### config.mk
export PLATFORM = sky130hd
export DESIGN_NAME = cdc_handshake_tx
export DESIGN_NICKNAME = d
export VERILOG_FILES = /design/src/rtl/cdc_hs_pkg.sv /design/src/rtl/sync_ff_chain.sv /design/src/rtl/cdc_handshake_tx.sv
export SDC_FILE = /design/constraint.sdc
export NUM_CORES = 1
export LEC_CHECK = 0
export BUFFER_PORTS_ARGS = -buffer_cell sky130_fd_sc_hd__clkbuf_2
export CORE_MARGIN = 2
export CORE_UTILIZATION = 45
export DETAILED_ROUTE_END_ITERATION = 10
export PLACE_DENSITY = 0.79
export SYNTH_ARGS = -nofsm -noshare
export SYNTH_HDL_FRONTEND = slang
export SYNTH_SLANG_ARGS = --single-unit
### constraint.sdc
create_clock -name i_clk -period 3 [get_ports i_clk]
set_clock_uncertainty 0.2 [all_clocks]
set_input_delay 0.6 -clock i_clk [delete_from_list [all_inputs] [get_ports i_clk]]
set_output_delay 0.6 -clock i_clk [all_outputs]
set_load 0.005 [all_outputs]
### src/rtl/cdc_hs_pkg.sv
// Shared definitions for the four-phase request/acknowledge CDC handshake.
// Holds the handshake state encoding and the legal synchronizer depth range.
// Both the transmit side and the future receive side import this package.
package cdc_hs_pkg;

  // Legal number of flop stages in a handshake synchronizer
  localparam int unsigned NrLevelsMin = 2;
  localparam int unsigned NrLevelsMax = 4;

  // Source-side handshake phases
  typedef enum logic [1:0] {
    IDLE    = 2'd0,
    REQ     = 2'd1,
    RELEASE = 2'd2
  } hs_state_e;

endpackage

### src/rtl/sync_ff_chain.sv
// Multi-flop synchronizer for single-bit (or Gray-safe) control signals that
// arrive from another clock domain.
// Ports:
//   clk  in   destination clock
//   rst  in   synchronous active-high reset, clears every stage
//   d    in   Width  asynchronous input
//   q    out  Width  synchronized output (last stage)
module sync_ff_chain
  import cdc_hs_pkg::*;
#(
  parameter int unsigned Width    = 1,
  parameter int unsigned NrLevels = 2
) (
  input  logic             clk,
  input  logic             rst,
  input  logic [Width-1:0] d,
  output logic [Width-1:0] q
);

  if (NrLevels < NrLevelsMin || NrLevels > NrLevelsMax) begin : g_bad_levels
    $error("sync_ff_chain: NrLevels must be within 2..4");
  end

  // stages[0] is the metastability-catching flop, stages[NrLevels-1] is safe to use
  logic [NrLevels-1:0][Width-1:0] stages;

  // Shift the input through the chain
  always_ff @(posedge clk) begin
    if (rst) begin
      stages <= '0;
    end else begin
      stages <= {stages[NrLevels-2:0], d};
    end
  end

  assign q = stages[NrLevels-1];

endmodule

### src/rtl/cdc_handshake_tx.sv
// Source-side half of a four-phase req/ack clock-domain crossing. Accepts one
// word from a valid/ready producer, holds it on data_o while req_o is high,
// drops req_o once the synchronized ack is seen, then waits for ack to clear.
// Ports:
//   i_clk    in   source-domain clock
//   i_rst    in   synchronous active-high reset
//   data_i   in   DataW  word to send, captured on accept
//   valid_i  in   producer has a word
//   ready_o  out  combinational: IDLE and synchronized ack low
//   req_o    out  registered request to the destination domain
//   data_o   out  DataW  registered hold value, stable while req_o is high
//   ack_i    in   asynchronous acknowledge from the destination domain
//   busy_o   out  registered, high during REQ and RELEASE
//   done_o   out  registered one-cycle pulse when a handshake completes
module cdc_handshake_tx
  import cdc_hs_pkg::*;
#(
  parameter int unsigned DataW    = 32,
  parameter int unsigned NrLevels = 2
) (
  input  logic             i_clk,
  input  logic             i_rst,
  input  logic [DataW-1:0] data_i,
  input  logic             valid_i,
  output logic             ready_o,
  output logic             req_o,
  output logic [DataW-1:0] data_o,
  input  logic             ack_i,
  output logic             busy_o,
  output logic             done_o
);

  if (NrLevels < NrLevelsMin || NrLevels > NrLevelsMax) begin : g_bad_levels
    $error("cdc_handshake_tx: NrLevels must be within 2..4");
  end

  hs_state_e        state_q, state_d;
  logic             req_d;
  logic [DataW-1:0] data_d;
  logic             busy_d;
  logic             done_d;
  logic             ack_s;

  // Ack synchronizer; only ack_s is used past this point
  sync_ff_chain #(
    .Width    (1),
    .NrLevels (NrLevels)
  ) u_ack_sync (
    .clk (i_clk),
    .rst (i_rst),
    .d   (ack_i),
    .q   (ack_s)
  );

  // A stale ack left over from a reset-truncated handshake blocks new requests
  assign ready_o = (state_q == IDLE) && !ack_s;

  // State and output registers
  always_ff @(posedge i_clk) begin
    if (i_rst) begin
      state_q <= IDLE;
      req_o   <= 1'b0;
      data_o  <= '0;
      busy_o  <= 1'b0;
      done_o  <= 1'b0;
    end else begin
      state_q <= state_d;
      req_o   <= req_d;
      data_o  <= data_d;
      busy_o  <= busy_d;
      done_o  <= done_d;
    end
  end

  // Next-state and next-output logic
  always_comb begin
    state_d = state_q;
    req_d   = req_o;
    data_d  = data_o;
    busy_d  = busy_o;
    done_d  = 1'b0;
    unique case (state_q)
      IDLE: begin
        if (valid_i && ready_o) begin
          data_d  = data_i;
          req_d   = 1'b1;
          busy_d  = 1'b1;
          state_d = REQ;
        end
      end
      REQ: begin
        if (ack_s) begin
          req_d   = 1'b0;
          state_d = RELEASE;
        end
      end
      RELEASE: begin
        if (!ack_s) begin
          busy_d  = 1'b0;
          done_d  = 1'b1;
          state_d = IDLE;
        end
      end
      default: begin
        req_d   = 1'b0;
        busy_d  = 1'b0;
        state_d = IDLE;
      end
    endcase
  end

endmodule

## Word level (Yosys, flattened, before mapping)

Index checks and enable logic that the tools add are counted.

| storage, ports and cells | value |
|---|---|
| register bits after elaboration | 39 |
| bits of input ports | 36 |

| cells by class | value |
|---|---|
| equality and inequality tests | 5 |
| multiplexer cells | 10 |
| bitwise logic cells | 2 |
| reductions and logical operators | 9 |

Operators by type and width:

| operator | count |
|---|---|
| $reduce_and 3->1 | 3 |
| $mux 2 | 3 |
| $pmux 1 s3 | 2 |
| $pmux 2 s3 | 1 |
| $mux 1 | 4 |
| $ne 2x1->1 const B | 2 |
| $eq 2x1->1 const B | 1 |
| $eq 2x2->1 const B | 1 |
| $logic_and 1x1->1 | 2 |
| $logic_not 2->1 | 1 |
| $ne 2x2->1 const B | 1 |
| $not 1->1 | 2 |
| $reduce_and 2->1 | 1 |
| $reduce_or 2->1 | 1 |
| $logic_not 1->1 | 1 |

## Longest topological paths before layout

Gate-level depths: netlist (run 1).

| depth | value |
|---|---|
| depth in word-level cells | 5 |
| mapped depth | 6 |

## Cells and area by module

From an unflattened synthesis (run 1), not the netlist that was laid out.

| second synthesis, totals | value |
|---|---|
| cells, all modules | 165 |
| area, all modules | 1398.8 sq um |

Modules (own cells, without submodules):

| module | times used | cells an instance | area each (sq um) |
|---|---|---|---|
| cdc_handshake_tx | 1 | 161 | 1346.3 |
| sync_ff_chain | 1 | 4 | 52.6 |

## Least setup slack after synthesis (run 1)

Ideal clock, no wire load.

| path | value |
|---|---|
| path kind | input-to-reg |
| start | in valid_i |
| end | reg data_o[0] |
| library setup time | 132 ps |
| arrival time | 1407 ps |
| path slack | 1260 ps |
| stages | 5 |
| path buffers | 2 |
| cell sequence | or4b_4 -> buf_6 -> buf_6 -> nand2_1 -> a21oi_1 |

| on the way | value |
|---|---|
| longest elaborated chain between the ends | 2 |

RTL lines:

| what | RTL line | RTL |
|---|---|---|
| from (decl) | cdc_handshake_tx.sv:24 | `input logic valid_i,` |
| $logic_and 1x1->1 | cdc_handshake_tx.sv:84 | `if (valid_i && ready_o) begin` |
| $reduce_and 2->1 (no line) | n/a |  |
| to (signal assigned) | cdc_handshake_tx.sv:69 | `data_o <= data_d;` |
| to (decl) | cdc_handshake_tx.sv:27 | `output logic [DataW-1:0] data_o,` |

No other way between the ends.
A chain may end at the register's enable or synchronous reset.

## Final worst setup path (run 1)

| path | value |
|---|---|
| start | reg state_q[0] |
| end | out ready_o |

| on the way | value |
|---|---|
| longest elaborated chain between the ends | 2 |

RTL lines:

| what | RTL line | RTL |
|---|---|---|
| from (decl) | cdc_handshake_tx.sv:37 | `hs_state_e state_q, state_d;` |
| from (signal assigned) | cdc_handshake_tx.sv:67 | `state_q <= state_d;` |
| $logic_not 2->1 | cdc_handshake_tx.sv:56 | `assign ready_o = (state_q == IDLE) && !ack_s;` |
| $logic_and 1x1->1 | cdc_handshake_tx.sv:56 |  |
| to (decl) | cdc_handshake_tx.sv:25 | `output logic ready_o,` |

No other way between the ends.

==> results of run 1 <==
## power by group
part           switching, mW  internal [mW]
logic                 0.0656         0.0618
registers             0.0184          0.549
clock network          0.153          0.109
## cell families after synthesis
| kind of cell | Yosys count | synth area share, % |
|---|---|---|
| xor gates and xnor gates | 1 | 0.623 |
| AOI/OAI and AO/OA | 36 | 13.1 |
| DFF | 39 | 55.6 |
| and+or+nand+nor | 75 | 23.4 |
| buffers and inverters | 15 | 7.30 |
## synthesized netlist by cell type (all sizes together)
cell type / n / area, um2
nor4: 2 / 12.5
nor2: 2 / 7.51
nor3b: 1 / 7.51
clkbuf: 5 / 20.0
dfxtp: 39 / 781
or4b: 1 / 13.8
buf: 9 / 78.8
a21oi: 34 / 174
nor3: 1 / 5.00
inv: 1 / 3.75
nand2: 64 / 240
o21ai: 2 / 10.0
nor4b: 1 / 23.8
nor2b: 3 / 18.8
xnor2: 1 / 8.76
## per-layer routing
metal | wire, um | GRT usage, % | vias to the layer above
met2 | 1400 | 28.0 | 44
met3 | 215 | 7.14 | 2
met1 | 1200 | 18.8 | 550
met4 | 13 | 5.71 | 0
li1 | - | - | 665
met5 | 0 | 0 | -
## final timing paths
| path | to | from | cells past startpoint |
|---|---|---|---|
| setup / recovery | ready_o | state_q[0]$_SDFFE_PP0P_ | 2 |
| hold / removal | data_o[22]$_SDFFE_PP0P_ | data_o[22]$_SDFFE_PP0P_ | 2 |
| setup reg to reg | data_o[28]$_SDFFE_PP0P_ | state_q[1]$_SDFFE_PP0P_ | 3 |
| hold reg to reg | data_o[22]$_SDFFE_PP0P_ | data_o[22]$_SDFFE_PP0P_ | 2 |
## sequential cells by signal (all words and copies together) (netlist names)
register / cells
u_ack_sync.stages: 1
state_q: 2
u_ack_sync.q: 1
data_o: 32
busy_o: 1
req_o: 1
done_o: 1
## tightest hold or removal path: cells and delay by family, from the launching register on
family | cells | cell delay (ns)
compound gates | 1 | 0.05
flops | 1 | 0.32
simple gates | 1 | 0.05
## metrics by stage
| step | cell area, um2 | utilization [%] | power (mW) | hold WS, ns | setup slack, ns |
|---|---|---|---|---|---|
| 6_report | 1770 | 59.1 | 0.956 | 0.258 | 1.09 |
| 2_1_floorplan | 1410 | - | 0.655 | 0.214 | 1.26 |
| 3_3_place_gp | 1720 | 57.2 | 0.706 | 0.217 | 1.09 |
| 5_1_grt | 1770 | 59.1 | 1.02 | 0.249 | 0.986 |
| 3_5_place_dp | 1720 | 57.2 | 0.709 | 0.237 | 1.07 |
| 4_1_cts | 1770 | 59.1 | 0.970 | 0.260 | 1.05 |
## area by class of cell
type / count / share of cell area, %
Timing Repair Buffer: 73 / 20.9
Clock buffer: 6 / 2.89
Multi-Input combinational cell: 112 / 29.4
Clock inverter: 1 / 0.282
Inverter: 1 / 0.212
Tap cell: 33 / 2.33
Sequential cell: 39 / 44.0
==> flow_summary.yaml, run 1 <==
status:
  run_status: "finished, final reports clean"
job:
  maxCapViolations: 0
clock_tree:
  cts_buffers: 5
  clkSinkCount: 39
  cts-root-buf: "clkbuf_4"
  clock_path_buffers: 2
  cts_hold_buf: 0
  cts_setup_buffers: 0
  clk_latency_ns: 0.33
  htree_num_levels: 2
  ctsResizeCount: 0
  tritoncts: "built"
  cts.reportedPaths.clkPinSlew_ns: 0.11
critical_path:
  endpoint_kind: "output port"
  cp.arrival_ns: 1.11
  crit_path_max_incr_delay_ns: 0.42
  critical-path-top-delay-family: "flip-flops"
  crit_slowest_cell: "dfxtp_1"
  path_cells: "nor3_1, clkbuf_2"
  worstSetupStartpointType: "flip-flop"
  rrSetupSlack_ns: 1.25
  cp.required_ns: 2.20
  path_max_fanout: 8
  crit_type: "reg2out"
  critPathBufInv: 1
logic_synthesis:
  syn_nets: 202
  synth_seq_area_share_pct: 55.6
  ys_ff_latch: 39
  synth_cells: 166
  synthDistinctLibCells: 19
  netlist_area_mm2: 0.00141
  avgSynthCellArea_um2: 8.46
  ys_warn_count: 0
placed_design:
  placed_cells: 258
  hpwlAfterDp_um: 2020
  io_buffer_count: 71
  gp_congestion: 0.709
global_route:
  grt_pass1_wl_um: 4420
  grt_overflow: 0
  track_usage_pct: 16.7
  grt_start_max_net_pins: 40
  antenna_found_initial: 0
  grt_pass1_vias: 1019
floorplanning:
  rows: 20
  fp.dieW_um: 59.9
  dieArea_mm2: 0.00359
  start_util_pct: 46.8
  fp.coreArea_mm2: 0.00300
  die_y_um: 59.9
  io-pin-count: 72
timing:
  slew-limit-headroom_pct: 50.1
  rsz0062_at_grt: "no"
  finalCritPeriodShare_pct: 63.8
  setup_viol: 0
  max_freq_mhz: 522
  fin_crit_ns: 1.91
  fin_tns_setup_ns: 0
  worst_pin_slew_ns: 0.749
  hold_viol_final: 0
  drv_slew: 0
power:
  leakage_nw: 0.827
  max-vdd-ir-drop_mv: 0.331
  power_density_mw_per_mm2: 539
route:
  viasPerCell: 4.76
  firstDrtPassIters: 4
  wl_per_cell_um: 10.7
  drt_iter0_markers: 47
  vias: 1261
  drcViolationCount: 0
  drt-total-wl_um: 2830
  ant_nets: 0
finish:
  multi_input_area_um2: 522
  final_common_cell: "clkbuf_2"
  fillers: 300
  final_cell_count_no_fill: 265
  area.sequential_um2: 781
  antenna_cells: 0
  final_cell_mix: "71 x clkbuf_2, 64 x nand2_1, 39 x dfxtp_1, 33 x a21oi_1, 5 x clkbuf_4"
  area_delta_synth_final_pct: 26.3
  drive_gt1_share_pct: 35.8
  nNetsFinal: 268
worst_hold_path:
  min_path_type: "reg2reg"
Note: power is estimated with default switching activity, not from simulation.
==> run 2: changes to the inputs <==
--- a/config.mk
+++ b/config.mk
@@ -5,11 +5,12 @@
 export SDC_FILE = /design/constraint.sdc
 export NUM_CORES = 1
 export LEC_CHECK = 0
+export ABC_AREA = 1
 export BUFFER_PORTS_ARGS = -buffer_cell sky130_fd_sc_hd__clkbuf_2
 export CORE_MARGIN = 2
-export CORE_UTILIZATION = 45
+export CORE_UTILIZATION = 44
 export DETAILED_ROUTE_END_ITERATION = 10
-export PLACE_DENSITY = 0.79
+export PLACE_DENSITY = 0.76
 export SYNTH_ARGS = -nofsm -noshare
 export SYNTH_HDL_FRONTEND = slang
 export SYNTH_SLANG_ARGS = --single-unit
==> constraint.sdc (replaced) <==
create_clock -name i_clk -period 1.6 [get_ports i_clk]
set_clock_uncertainty 0.2 [all_clocks]
set_input_delay 0.32 -clock i_clk [delete_from_list [all_inputs] [get_ports i_clk]]
set_output_delay 0.32 -clock i_clk [all_outputs]
set_load 0.005 [all_outputs]
==> flow_summary.yaml, run 2 <==
clock_tree:
  clk_latency_ns: 0.28
  tritoncts: "built"
  clkSinkCount: 39
  ctsResizeCount: 0
  cts_hold_buf: 0
  cts_setup_buffers: 0
  htree_num_levels: 2
  clock_path_buffers: 2
  cts_buffers: 5
  cts.reportedPaths.clkPinSlew_ns: 0.07
  cts-root-buf: "clkbuf_8"
global_route:
  grt_start_max_net_pins: 34
  grt_pass1_vias: 1712
  antenna_found_initial: 0
  grt_pass1_wl_um: 7070
  track_usage_pct: 17.8
  grt_overflow: 0
route:
  drt_iter0_markers: 96
  viasPerCell: 4.37
  drcViolationCount: 0
  ant_nets: 0
  vias: 1847
  firstDrtPassIters: 4
  wl_per_cell_um: 9.52
  drt-total-wl_um: 4030
timing:
  worst_pin_slew_ns: 0.246
  rsz0062_at_grt: "no"
  fin_tns_setup_ns: 0
  timing.final.ws_setup_ns: 0.0921
  slew-limit-headroom_pct: 83.6
  holdWs_ns: 0.0189
  drv_slew: 0
  hold_viol_final: 0
  setup_viol: 0
  max_freq_mhz: 663
  fin_crit_ns: 1.51
  finalCritPeriodShare_pct: 94.2
logic_synthesis:
  synthDistinctLibCells: 17
  synth_flop_cell: "dfxtp_1"
  ys_warn_count: 0
  synth_common_cells: "98 x inv_1, 70 x nand2_1, 39 x dfxtp_1"
  yosysTopAreaCell: "dfxtp_1"
  netlist_area_mm2: 0.00188
  synth-edff-count: 0
  synthMostInstantiatedCell: "inv_1"
  syn_nets: 337
  async_flop_share_pct: 0
  synthTopCellsByArea: "dfxtp_1 41%, inv_1 20%, nand2_1 14%"
  ys_ff_latch: 39
  synth_cells: 301
  yosys.area.top_type_share_pct: 41.4
  synth_seq_area_share_pct: 41.4
  avgSynthCellArea_um2: 6.26
finish:
  final_cell_mix: "98 x inv_1, 71 x clkbuf_2, 70 x nand2_1, 39 x dfxtp_1, 34 x nor2_1"
  final_common_cell: "inv_1"
  regMostFlops: "data_o"
  reg_top3: "data_o: 32 flops, state_q: 2 flops"
  design_area_mm2: 0.00241
  drive_gt1_share_pct: 24.1
  area_delta_synth_final_pct: 27.7
  largest_reg_flops: 32
  nNetsFinal: 408
  antenna_cells: 0
  final_cell_count_no_fill: 423
power:
  leakage_nw: 1.52
  max-vdd-ir-drop_mv: 0.513
  intPower_mw: 1.56
  combPwrFrac_pct: 20.7
  p_clk_share_pct: 28.7
  swShare_pct: 27.8
  p_switching_uw: 599
  power_density_mw_per_mm2: 897
  power_frac_seq_pct: 50.7
worst_hold_path:
  min_path_type: "in2reg"
critical_path:
  crit_type: "reg2out"
  cp.arrival_ns: 0.99
  worstSetupStartpointType: "flip-flop"
  path_cells: "nor3_1, clkbuf_2"
  cp.required_ns: 1.08
  crit_slowest_cell: "dfxtp_1"
  endpoint_kind: "output port"
  path_max_fanout: 6
  crit_path_max_incr_delay_ns: 0.36
job:
  maxCapViolations: 0
placed_design:
  dpl-instance-area_mm2: 0.00232
  gp_congestion: 0.751
  place_ws_ns: 0.286
  io_buffer_count: 71
  placed_cells: 415
  hpwlAfterDp_um: 2900
floorplanning:
  fp.dieW_um: 69.4
  die_y_um: 69.4
  fp.coreArea_mm2: 0.00406
  io-pin-count: 72
  rows: 23
  dieArea_mm2: 0.00482
  start_util_pct: 46.4
status:
  run_status: "finished, final reports clean"
## run 2: through the flow
step                util (%)  total power, mW
global route            59.3             2.30
detailed placement      57.3             1.56
floorplan                  -             1.38
finish                  59.3             2.16
CTS                     59.3             2.19
global placement        57.3             1.55
## run 2: power by group through the flow
stage | Clock (mW) | Combinational, mW | Sequential (mW)
floorplan | 0 | 0.259 | 1.12
global placement | 0 | 0.441 | 1.11
detailed placement | 0 | 0.449 | 1.12
CTS | 0.646 | 0.452 | 1.09
global route | 0.678 | 0.522 | 1.10
finish | 0.619 | 0.446 | 1.09
## run 2: final cells by class
type / count / area (um2)
clock inverter: 1 / 5.00
inverter: 100 / 375
tap: 50 / 62.6
timing repair buffer: 80 / 448
sequential: 39 / 781
multi-input combinational: 146 / 658
clock buffer: 7 / 76.3
fill: 392 / 1650
## run 2: path summary, 6_finish.rpt
check                                                     start                              end  slack, ns  cells after the start
worst max register to register          state_q[0]$_SDFFE_PP0P_          data_o[28]$_SDFFE_PP0P_       0.28                      6
worst min register to register  u_ack_sync.stages[0]$_SDFF_PP0_          u_ack_sync.q$_SDFF_PP0_       0.21                      2
worst min-delay path                                      ack_i  u_ack_sync.stages[0]$_SDFF_PP0_       0.02                      3
worst max-delay path                    state_q[1]$_SDFFE_PP0P_                          ready_o       0.09                      2
## run 2: logic make-up after synthesis
kind of cell | after synthesis | share of synthesized area [%]
flops | 39 | 41.4
compound gates | 5 | 1.59
simple gates | 141 | 33.3
buf+inv | 116 | 23.6
## run 2: worst max-delay path: cells and delay by family (launching register included)
family	cells	cell delay (ns)
buffers and inverters	1	0.14
DFF	1	0.36
and+or+nand+nor	1	0.20
## run 2: layer usage
metal | wire length [um] | up-vias | share of wire, % | GRT usage (%)
li1 | - | 1004 | - | -
met5 | 0 | - | 0 | 0
met4 | 55 | 0 | 1.4 | 6.54
met3 | 262 | 5 | 6.5 | 4.65
met1 | 1800 | 783 | 45 | 21.3
met2 | 1910 | 55 | 47 | 30.6
==> run 3: changes to the inputs <==
--- a/config.mk
+++ b/config.mk
@@ -13,4 +13,5 @@
 export PLACE_DENSITY = 0.76
 export SYNTH_ARGS = -nofsm -noshare
 export SYNTH_HDL_FRONTEND = slang
+export SYNTH_HIERARCHICAL = 1
 export SYNTH_SLANG_ARGS = --single-unit
==> flow_summary.yaml, run 3 <==
finish:
  area_delta_synth_final_pct: 28.0
  fin_util_pct: 59.6
  nNetsFinal: 412
  final_cell_mix: "101 x inv_1, 71 x nand2_1, 71 x clkbuf_2, 39 x dfxtp_1, 34 x nor2_1"
  drive_gt1_share_pct: 24.4
  design_area_mm2: 0.00242
  regMostFlops: "data_o"
  final_common_cell: "inv_1"
  reg_top3: "data_o: 32 flops, state_q: 2 flops"
  antenna_cells: 0
  largest_reg_flops: 32
floorplanning:
  io-pin-count: 72
  dieArea_mm2: 0.00483
  rows: 23
  fp.coreArea_mm2: 0.00406
  die_y_um: 69.5
  start_util_pct: 46.5
  fp.dieW_um: 69.5
power:
  leakage_nw: 1.53
  swShare_pct: 27.6
  max-vdd-ir-drop_mv: 0.478
  p_switching_uw: 631
  intPower_mw: 1.66
  combPwrFrac_pct: 20.3
  power_density_mw_per_mm2: 946
  p_clk_share_pct: 31.5
  power_frac_seq_pct: 48.3
clock_tree:
  cts.reportedPaths.clkPinSlew_ns: 0.07
  cts_hold_buf: 0
  clock_path_buffers: 2
  clkSinkCount: 39
  clk_latency_ns: 0.28
  htree_num_levels: 2
  cts_buffers: 5
  cts_setup_buffers: 0
  cts-root-buf: "clkbuf_8"
  tritoncts: "built"
placed_design:
  gp_congestion: 0.759
  dpl-instance-area_mm2: 0.00231
  io_buffer_count: 71
  place_ws_ns: 0.279
  hpwlAfterDp_um: 2900
critical_path:
  crit_type: "reg2out"
  worstSetupStartpointType: "flip-flop"
  endpoint_kind: "output port"
  cp.required_ns: 1.08
  path_max_fanout: 6
  cp.arrival_ns: 1.07
logic_synthesis:
  synthMostInstantiatedCell: "inv_1"
  synth_fa_ha_area_share_pct: 0
  synthTopCellsByArea: "dfxtp_1 41%, inv_1 20%, nand2_1 14%"
  syn_nets: 340
  synth_seq_area_share_pct: 41.4
  synthDistinctLibCells: 15
  synth_top_family_by_area: "simple AND/OR/NAND/NOR gates"
  synth_flop_cell: "dfxtp_1"
  netlist_area_mm2: 0.00189
  yosys.area.top_type_share_pct: 41.4
  synth-xor-area-share_pct: 0
  synth_compound_area_share_pct: 1.33
  synth_cells: 304
  yosysTopAreaCell: "dfxtp_1"
  synthMuxAreaShare_pct: 0
  async_flop_share_pct: 0
  synth-edff-count: 0
  ys_warn_count: 6
  avgSynthCellArea_um2: 6.21
  synth_common_cells: "101 x inv_1, 71 x nand2_1, 39 x dfxtp_1"
  ys_ff_latch: 39
  yosys.area_share.simple_pct: 33.4
route:
  wl_per_cell_um: 9.81
  ant_nets: 0
  drt_iter0_markers: 83
  vias: 1854
  viasPerCell: 4.34
  firstDrtPassIters: 4
  drcViolationCount: 0
  drt-total-wl_um: 4190
timing:
  drv_slew: 0
  timing.final.ws_setup_ns: 0.0133
  slew-limit-headroom_pct: 81.1
  max_freq_mhz: 630
  hold_viol_final: 0
  fin_tns_setup_ns: 0
  setup_viol: 0
  fin_crit_ns: 1.59
  worst_pin_slew_ns: 0.283
  finalCritPeriodShare_pct: 99.2
global_route:
  grt_start_max_net_pins: 24
  grt_pass1_wl_um: 7520
  grt_overflow: 0
  track_usage_pct: 18.9
  grt_pass1_vias: 1768
  antenna_found_initial: 0
worst_hold_path:
  min_path_type: "in2reg"
status:
  run_status: "finished, final reports clean"
job:
  maxCapViolations: 0
run 3: critical path: stages (launching register included):
cell	delay, ns
dfxtp_1	0.39
nor3_2	0.24
clkbuf_2	0.15
run 3: metal layers:
metal | track usage (%) | up-vias | share of wire, %
met5 | 0 | - | 0
met4 | 5.23 | 0 | 0.88
met3 | 4.65 | 5 | 4.8
met2 | 33.7 | 47 | 48
met1 | 22.6 | 786 | 46
li1 | - | 1016 | -
run 3: cell type report:
class | count | area (um2)
Fill cell | 397 | 1640
Sequential cell | 39 | 781
Multi-Input combinational cell | 147 | 661
Timing Repair Buffer | 81 | 430
Inverter | 102 | 383
Clock buffer | 8 | 100
Tap cell | 50 | 62.6
run 3: repair_timing:
item	CTS	global route
setup endpoints to repair	0	1
gates resized for setup	0	1
endpoints found under the hold margin	0	0
run 3: power by group through the flow:
stage / logic (mW) / registers, mW / clock network (mW)
floorplan: 0.275 / 1.13 / 0
global placement: 0.457 / 1.12 / 0
detailed placement: 0.466 / 1.13 / 0
CTS: 0.469 / 1.10 / 0.750
global route: 0.545 / 1.11 / 0.790
finish: 0.464 / 1.10 / 0.719
run 3: through the flow:
stage,instances,power (mW),hold slack (ns)
after detailed placement,419,1.59,0.200
final,427,2.29,0.0203
after CTS,427,2.32,0.0101
after floorplan,304,1.40,0.188
after global placement,419,1.58,0.190
after global routing,427,2.45,0.0181
run 3: logic make-up (layout without fill, tap and decap cells):
group	after synthesis	after routing
compound gates	5	5
buf+inv	118	191
flops	39	39
simple gates	142	142
run 3: worst paths after layout:
check	startpoint	endpoint	slack, ns	depth (start not counted)
worst max-delay path	state_q[1]$_SDFFE_PP0P_	ready_o	0.01	2
worst min-delay path	ack_i	u_ack_sync/stages[0]$_SDFF_PP0_	0.02	3
worst min register to register	u_ack_sync/stages[0]$_SDFF_PP0_	u_ack_sync/q$_SDFF_PP0_	0.21	2
worst max register to register	state_q[1]$_SDFFE_PP0P_	data_o[5]$_SDFFE_PP0P_	0.24	6
